$ cat config.mk
export PLATFORM = sky130hd
export DESIGN_NAME = fetch_ctrl
export DESIGN_NICKNAME = d
export VERILOG_FILES = /design/src/rtl/fetch_ctrl_pkg.sv /design/src/rtl/fetch_ctrl_queue.sv /design/src/rtl/fetch_ctrl.sv
export SDC_FILE = /design/constraint.sdc
export NUM_CORES = 1
export LEC_CHECK = 0
export CAP_MARGIN = 15
export CORE_AREA = 2 2 156 158
export CTS_CLUSTER_DIAMETER = 200
export CTS_CLUSTER_SIZE = 25
export DETAILED_ROUTE_END_ITERATION = 10
export DIE_AREA = 0 0 158 160
export PLACE_DENSITY_LB_ADDON = 0.05
export SYNTH_ARGS = -nofsm -noshare
export SYNTH_HDL_FRONTEND = slang
export SYNTH_HIERARCHICAL = 1
export SYNTH_SLANG_ARGS = --single-unit
$ cat constraint.sdc
create_clock -name clk -period 3.5 [get_ports clk]
set_input_delay 0.7 -clock clk [delete_from_list [all_inputs] [get_ports clk]]
set_output_delay 0.7 -clock clk [all_outputs]
set_load 0.02 [all_outputs]
$ cat src/rtl/fetch_ctrl_pkg.sv
// fetch_ctrl_pkg: shared fetch types -- FSM states, NOP encoding and queue entry layout.
package fetch_ctrl_pkg;
  typedef enum logic [1:0] {BOOT, RUN, FLUSH} fetch_state_t;
  localparam logic [31:0] NOP_INSTR = 32'h0000_0013;
  typedef struct packed {logic [31:0] pc; logic [31:0] instr;} fetch_entry_t;
endpackage

$ cat src/rtl/fetch_ctrl_queue.sv
// fetch_queue: sync FIFO of fetch entries; ports clk, rst_n, push/din, pop/dout (head), flush, count, full, empty.
module fetch_queue
  import fetch_ctrl_pkg::*;
#(
  parameter int DEPTH = 4,
  localparam int AW = $clog2(DEPTH),
  localparam int CW = $clog2(DEPTH) + 1
) (
  input  logic          clk,
  input  logic          rst_n,
  input  logic          push,
  input  fetch_entry_t  din,
  input  logic          pop,
  input  logic          flush,
  output fetch_entry_t  dout,
  output logic [CW-1:0] count,
  output logic          full,
  output logic          empty
);
  logic [AW-1:0] head, tail;
  fetch_entry_t  mem [DEPTH];
  always_ff @(posedge clk or negedge rst_n)
    if (!rst_n) begin
      head  <= '0;
      tail  <= '0;
      count <= '0;
    end else if (flush) begin
      head  <= '0;
      tail  <= '0;
      count <= '0;
    end else begin
      if (push) tail <= tail + 1'b1;
      if (pop) head <= head + 1'b1;
      count <= count + CW'(push) - CW'(pop);
    end
  always_ff @(posedge clk)
    if (push && !flush) mem[tail] <= din;
  assign dout  = mem[head];
  assign empty = count == '0;
  assign full  = count == CW'(DEPTH);
endmodule

$ cat src/rtl/fetch_ctrl.sv
// fetch_ctrl: instruction-fetch sequencer; owns fetch PC, prefetch queue, stalls and redirects.
// Ports: clk, rst_n (async low); imem_req/imem_addr/imem_rdata to instruction memory;
// id_ready from decode; redirect_valid/redirect_pc from EX; if_valid/if_instr/if_pc/fq_count to decode.
// Build option IMEM_SYNC_READ_EN: memory returns data one cycle after issue (adds inflight + FLUSH).
module fetch_ctrl
  import fetch_ctrl_pkg::*;
#(
  parameter logic [31:0] RESET_PC = 32'h0000_0000,
  parameter int          FQ_DEPTH = 4,
  localparam int         CW = $clog2(FQ_DEPTH) + 1
) (
  input  logic          clk,
  input  logic          rst_n,
  output logic          imem_req,
  output logic [31:0]   imem_addr,
  input  logic [31:0]   imem_rdata,
  input  logic          id_ready,
  input  logic          redirect_valid,
  input  logic [31:0]   redirect_pc,
  output logic          if_valid,
  output logic [31:0]   if_instr,
  output logic [31:0]   if_pc,
  output logic [CW-1:0] fq_count
);
  fetch_state_t state;
  logic [31:0]  fetch_pc, target;
  logic         inflight, room, issue, push, pop, full, empty;
  fetch_entry_t din, dout;
`ifdef IMEM_SYNC_READ_EN
  logic [31:0] inflight_pc;
  always_ff @(posedge clk or negedge rst_n)
    if (!rst_n) begin
      inflight    <= 1'b0;
      inflight_pc <= '0;
    end else begin
      inflight    <= issue;
      inflight_pc <= fetch_pc;
    end
  // The outstanding read reserves a slot so its returning word always fits.
  assign room = !full && !(inflight && fq_count == CW'(FQ_DEPTH - 1));
  assign push = inflight && state == RUN && !redirect_valid;
  assign din  = '{pc: inflight_pc, instr: imem_rdata};
`else
  assign inflight = 1'b0;
  assign room     = !full;
  assign push     = issue;
  assign din      = '{pc: fetch_pc, instr: imem_rdata};
`endif
  // Issue looks only at registered occupancy, so a pop never frees a slot in the same cycle.
  assign issue     = state == RUN && room && !redirect_valid;
  assign pop       = if_valid && id_ready && !redirect_valid;
  assign target    = redirect_pc & ~32'h3;
  assign imem_req  = issue;
  assign imem_addr = fetch_pc;
  assign if_valid  = !empty;
  assign if_instr  = if_valid ? dout.instr : NOP_INSTR;
  assign if_pc     = if_valid ? dout.pc : 32'h0;
  always_ff @(posedge clk or negedge rst_n)
    if (!rst_n) begin
      state    <= BOOT;
      fetch_pc <= RESET_PC;
    end else begin
      state    <= (redirect_valid && inflight && state == RUN) ? FLUSH : RUN;
      fetch_pc <= redirect_valid ? target : issue ? fetch_pc + 32'd4 : fetch_pc;
    end
  fetch_queue #(.DEPTH(FQ_DEPTH)) u_fq (
    .clk   (clk),
    .rst_n (rst_n),
    .push  (push),
    .din   (din),
    .pop   (pop),
    .flush (redirect_valid),
    .dout  (dout),
    .count (fq_count),
    .full  (full),
    .empty (empty)
  );
endmodule
==> results.sh, run 1 <==
export IMPL_synth_edf_count=256
export IMPL_critPathRequiredTime_ns=2.80
export IMPL_die_x_um=158
export IMPL_synth_flop_cell="edfxtp_1"
export IMPL_p_leak_nw=4.61
export IMPL_nNetsFinal=897
export IMPL_yosys_area_top_type="edfxtp_1"
export IMPL_grt_usage_pct=19.3
export IMPL_critPathMaxFanout=43
export IMPL_pwr_share_clk_pct=22.1
export IMPL_drt_vias_per_instance=5.56
export IMPL_wl_per_cell_um=20.7
export IMPL_grt_overflow=0
export IMPL_final_hold_violation_count=0
export IMPL_status="completed"
export IMPL_portBuffers=164
export IMPL_dpl_hpwl_um=14600
export IMPL_root_buffer="clkbuf_16"
export IMPL_drt_initial_drc_count=470
export IMPL_rsz0062_at_grt="false"
export IMPL_ant_nets=0
export IMPL_cts_sinks=294
export IMPL_combPwrFrac_pct=28.6
export IMPL_period_share_pct=95.5
export IMPL_ir_drop_mv=0.522
export IMPL_insertion_delay_ns=0.48
export IMPL_netSwitchingFraction_pct=28.8
export IMPL_postSynthCellCount=647
export IMPL_cts_tree="built"
export IMPL_p_per_area_nw_per_um2=575
export IMPL_p_sw_mw=2.39
export IMPL_worstSetupPathType="reg -> out"
export IMPL_worstPathArrival_ns=2.64
export IMPL_worstHoldPathType="in -> async"
export IMPL_rr_worst_depth=5
export IMPL_synthArstFlopShare_pct=12.9
export IMPL_synthesis_area_um2=11900
export IMPL_yosysUniqueCellTypes=46
export IMPL_synth_seq_cells=294
export IMPL_r2r_slack_ns=0.74
export IMPL_cts_resized=0
export IMPL_synth_top_area_share_pct=64.5
export IMPL_fin_setup_tns_ns=0
export IMPL_seq_power_share_pct=49.3
export IMPL_yosysWarnings=6
export IMPL_post_cts_buffers=0
export IMPL_setup_violations=0
export IMPL_critPathCaptureType="output port"
export IMPL_die_h_um=160
export IMPL_fmax_ghz=0.299
export IMPL_cts_max_path_buffers=3
export IMPL_io_pins=169
export IMPL_p_int_mw=5.91
export IMPL_finalClockSkew_ns=0.0103
export IMPL_gp_congestion=0.791
export IMPL_grt_start_max_net_pins=44
export IMPL_cts_max_level=1
export IMPL_rows=57
export IMPL_die_area_um2=25300
export IMPL_grt_pass1_wl_um=37500
export IMPL_startpoint_type="flip-flop"
export IMPL_cts_buffers_inserted=15
export IMPL_r2r_end="imem_addr[31]"
export IMPL_synth_area_leaders="edfxtp_1, mux4_2, dfrtp_1, nor2b_1, a31oi_1"
export IMPL_worst_pin_slew_ns=0.967
export IMPL_synth_seq_area_share_pct=72.5
export IMPL_coreArea_um2=23800
export IMPL_antenna_found_initial=0
export IMPL_ctsHoldBuffers=0
export IMPL_min_period_ns=3.34
export IMPL_drive_gt1_share_pct=14.0
export IMPL_syn_to_final_growth_pct=21.1
export IMPL_clk_pin_slew_ns=0.10
export IMPL_slew_viol_final=0
export IMPL_max_slew_margin_pct=35.5
export IMPL_initial_core_util_pct=50.0
export IMPL_drc=0
export IMPL_diodes=0
export IMPL_vias=6405
export IMPL_drv_cap=0
export IMPL_synth_area_per_cell_um2=18.4
export IMPL_grt_pass1_vias=6704
export IMPL_final_util_pct=60.6
export IMPL_drtPass1Iterations=6
export IMPL_worstReg2RegStart="u_fq/count[2]"
export IMPL_drt_total_wl_um=23900
## cells by family after synthesis
logic type | Yosys count | synth area share (%)
flops | 294 | 72.5
buf+inv | 46 | 2.25
compound gates | 48 | 2.56
other cells | 2 | 0.0630
fa+ha+maj | 8 | 0.903
xor+xnor | 14 | 1.14
mux | 67 | 12.4
simple gates | 168 | 8.22
## synthesized netlist by cell type (2+ instances only)
cell type and count:
nand2_1 19, and2_1 6, xor2_1 4, inv_1 11, nor2b_1 64, nand3b_1 2, o31ai_1 12, dfrtp_1 38
o21ai_0 15, nand3_1 9, mux4_2 64, ha_1 7, buf_2 7, nand4_1 7, or2_2 4, and4_1 3
buf_4 5, and3_1 5, or4_1 13, mux2i_1 2, nor3_1 3, buf_12 3, xnor2_1 9, clkbuf_1 17
nor2_1 22, a31oi_1 16, nand3_2 2, nor3b_1 2, conb_1 2, or3_1 3, edfxtp_1 256
## worst max path at each step
stage | to | slack (ns) | start | cells after the start
floorplan | u_fq/mem[0][0] | 0.37 | redirect_valid | 6
global placement | imem_req | 0.63 | redirect_valid | 4
detailed placement | if_pc[14] | 0.62 | u_fq/head[0] | 4
CTS | if_pc[14] | 0.07 | u_fq/head[0] | 4
global route | if_instr[4] | 0.02 | u_fq/head[0] | 4
finish | if_instr[0] | 0.16 | u_fq/head[0] | 4
## routing by layer
metal / global-route usage, % / wire, um / share of wire, % / up-vias
met5: 0 / 0 / 0 / -
li1: - / - / - / 2880
met2: 33.4 / 12300 / 51 / 189
met4: 3.44 / 294 / 1.2 / 0
met3: 2.28 / 1130 / 4.7 / 20
met1: 27.0 / 10200 / 43 / 3316
## power by group through the flow
stage                     Clock (mW)  Combinational [mW]  Sequential [mW]
after floorplan                    0                1.27             4.18
after global placement             0                2.40             4.16
after detailed placement           0                2.41             4.17
after CTS                       1.90                2.42             4.09
after global routing            2.01                2.54             4.11
final                           1.83                2.38             4.09
## sequential cells by signal, indices dropped and copies added (netlist names)
name,count
u_fq/tail,2
state,1
imem_addr,30
u_fq/count,3
u_fq/head,2
u_fq/mem,256
## through the flow
stage	hold slack [ns]	worst slack, ns	std cells	power (mW)	area [um^2]
2_1_floorplan	0.404	0.370	656	5.45	12000
3_3_place_gp	0.555	0.633	1128	6.55	14000
3_5_place_dp	0.588	0.620	1128	6.58	14000
4_1_cts	0.384	0.0727	1153	8.41	14400
5_1_grt	0.418	0.0167	1153	8.67	14400
6_report	0.360	0.158	1153	8.30	14400
## critical path, cell delays in order, from the launching register on
cell and delay (ns):
dfrtp_4 0.44, buf_12 0.32, mux4_2 0.54, or2_2 0.28, clkdlybuf4s50_1 0.54
## area by class of cell
type / count / area (um^2)
Clock buffer: 24 / 409
Clock inverter: 1 / 8.76
Sequential cell: 294 / 8650
Fill cell: 1806 / 9390
Inverter: 12 / 45.0
Timing Repair Buffer: 182 / 1860
Multi-Input combinational cell: 316 / 3060
Tap cell: 324 / 405
## layout by cell type (no fill, tap or decap), types with 2 or more instances in the layout
master,instances
nand2_1,19
or4_1,13
ha_1,7
buf_12,7
conb_1,11
nor2_1,22
buf_4,10
nand3_1,9
xor2_1,4
o21ai_0,15
mux2i_1,2
clkbuf_1,9
clkdlybuf4s50_1,163
and2_1,2
nand3_2,2
nor3b_1,2
and2_4,4
dfrtp_4,2
or3_1,3
or2_2,4
o31ai_1,12
mux4_2,64
a31oi_1,16
and3_1,5
xnor2_1,9
nor3_1,2
and4_1,3
clkbuf_16,15
edfxtp_1,256
dfrtp_1,36
nand4_1,7
nor2b_1,64
inv_1,11
nand3b_1,2
(Power assumes the default switching activity.)
==> run 2, diff against run 1 <==
Settings changed: CORE_AREA 2 2 156 158 to 2 2 176 178, DIE_AREA 0 0 158 160 to 0 0 178 180.
==> results.sh, run 2 (synthesis results as in run 1) <==
export IMPL_whs_ns=0.353
export IMPL_p_sw_mw=2.42
export IMPL_place_area_um2=14200
export IMPL_nNetsFinal=902
export IMPL_status="completed"
export IMPL_combPwrFrac_pct=28.7
export IMPL_p_leak_nw=4.65
export IMPL_drtPass1Iterations=4
export IMPL_antenna_found_initial=0
export IMPL_seq_power_share_pct=49.1
export IMPL_drt_total_wl_um=25300
export IMPL_die_h_um=180
export IMPL_critPathCaptureType="output port"
export IMPL_cts_buffers_inserted=15
export IMPL_worstHoldPathType="in -> async"
export IMPL_grt_overflow=0
export IMPL_grt_usage_pct=16.0
export IMPL_final_hold_violation_count=0
export IMPL_vias=6431
export IMPL_die_x_um=178
export IMPL_cts_max_level=1
export IMPL_top_register="u_fq/mem"
export IMPL_largest_reg_flops=256
export IMPL_rsz0062_at_grt="false"
export IMPL_finalClockSkew_ns=0.0137
export IMPL_syn_to_final_growth_pct=22.6
export IMPL_worstSetupPathType="reg -> out"
export IMPL_gp_congestion=0.754
export IMPL_netSwitchingFraction_pct=29.0
export IMPL_startpoint_type="flip-flop"
export IMPL_cts_resized=0
export IMPL_drive_gt1_share_pct=14.6
export IMPL_min_period_ns=3.35
export IMPL_die_area_um2=32000
export IMPL_wl_per_cell_um=20.6
export IMPL_fin_setup_tns_ns=0
export IMPL_cts_max_path_buffers=3
export IMPL_clk_pin_slew_ns=0.10
export IMPL_ir_drop_mv=0.375
export IMPL_period_share_pct=95.6
export IMPL_final_common_cell="edfxtp_1"
export IMPL_critPathMaxFanout=33
export IMPL_cts_tree="built"
export IMPL_pwr_share_clk_pct=22.2
export IMPL_drv_cap=0
export IMPL_fmax_ghz=0.299
export IMPL_drt_initial_drc_count=425
export IMPL_final_cell_mix="edfxtp_1, clkdlybuf4s50_1, nor2b_1, mux4_2, dfrtp_1"
export IMPL_grt_pass1_vias=6779
export IMPL_max_slew_margin_pct=35.9
export IMPL_grt_pass1_wl_um=39500
export IMPL_critPathRequiredTime_ns=2.80
export IMPL_slew_viol_final=0
export IMPL_coreArea_um2=30200
export IMPL_drt_vias_per_instance=5.23
export IMPL_worstPathArrival_ns=2.65
export IMPL_setup_violations=0
export IMPL_rows=64
export IMPL_io_pins=169
export IMPL_diodes=0
export IMPL_drc=0
export IMPL_final_area_um2=14600
export IMPL_initial_core_util_pct=39.5
export IMPL_portBuffers=164
export IMPL_fillers=2553
export IMPL_p_per_area_nw_per_um2=571
export IMPL_root_buffer="clkbuf_16"
export IMPL_cts_sinks=294
export IMPL_p_int_mw=5.92
export IMPL_insertion_delay_ns=0.49
export IMPL_worst_pin_slew_ns=0.962
export IMPL_grt_start_max_net_pins=57
export IMPL_dpl_hpwl_um=15900
export IMPL_ant_nets=0
-- run 2: stage by stage --
step                worst slack [ns]  cells  util (%)  total power, mW
floorplan                      0.370    656         -             5.45
global placement               0.534   1203      46.9             6.61
detailed placement             0.538   1203      46.9             6.63
CTS                           0.0911   1230      48.4             8.49
global route                  0.0332   1230      48.4             8.72
finish                         0.154   1230      48.4             8.34
-- run 2: metal layers --
layer | wire (um) | GRT usage, %
met5 | 0 | 0
met1 | 11000 | 21.5
met2 | 12800 | 28.0
met4 | 453 | 3.18
met3 | 1080 | 2.22
-- run 2: path summary, 6_finish.rpt --
check	startpoint	to	slack, ns	cells past startpoint
worst min register to register	u_fq/tail[1]	u_fq/tail[1]	0.59	2
worst max-delay path	u_fq/head[1]	if_pc[7]	0.15	4
worst max register to register	u_fq/count[2]	imem_addr[27]	0.73	5
worst min-delay path	rst_n	state[0]	0.35	1
min in group clk	u_fq/tail[1]	u_fq/tail[1]	0.59	2
max in group asynchronous	rst_n	u_fq/head[0]	2.45	1
-- run 2: worst max-delay path, stage by stage, from the launching register on --
cell and delay [ns]:
dfrtp_4 0.74, buf_12 0.30, mux4_2 0.22, nor2b_1 0.23, clkdlybuf4s50_1 0.65
-- run 2: final cells by class --
| type | instances | area, um^2 | share of cell area, % |
|---|---|---|---|
| repair buffers | 187 | 1940 | 13.3 |
| clock inverters | 1 | 8.76 | 0.0600 |
| multi-input cells | 316 | 3060 | 20.9 |
| flip-flops and latches | 294 | 8650 | 59.2 |
| well taps | 396 | 495 | 3.39 |
| inverters | 12 | 45.0 | 0.308 |
| clock buffers | 24 | 409 | 2.80 |
-- run 2: power groups by stage --
stage	combinational [mW]	clock (mW)	sequential, mW
2_1_floorplan	1.27	0	4.18
3_3_place_gp	2.43	0	4.18
5_1_grt	2.58	2.03	4.12
3_5_place_dp	2.43	0	4.19
6_report	2.39	1.85	4.10
4_1_cts	2.47	1.92	4.10
-- run 2: what timing repair did --
action / 4_1_cts / 5_1_grt
hold buffers: 0 / 0
buffers inserted: 2 / 0
endpoints found under the setup margin: 4 / 0
==> run 3, diff against run 2 <==
Settings changed: ABC_CLOCK_PERIOD_IN_PS set to 3500.
==> results of run 3 <==
Final layout, timing and power as in run 2 (identical DEF).
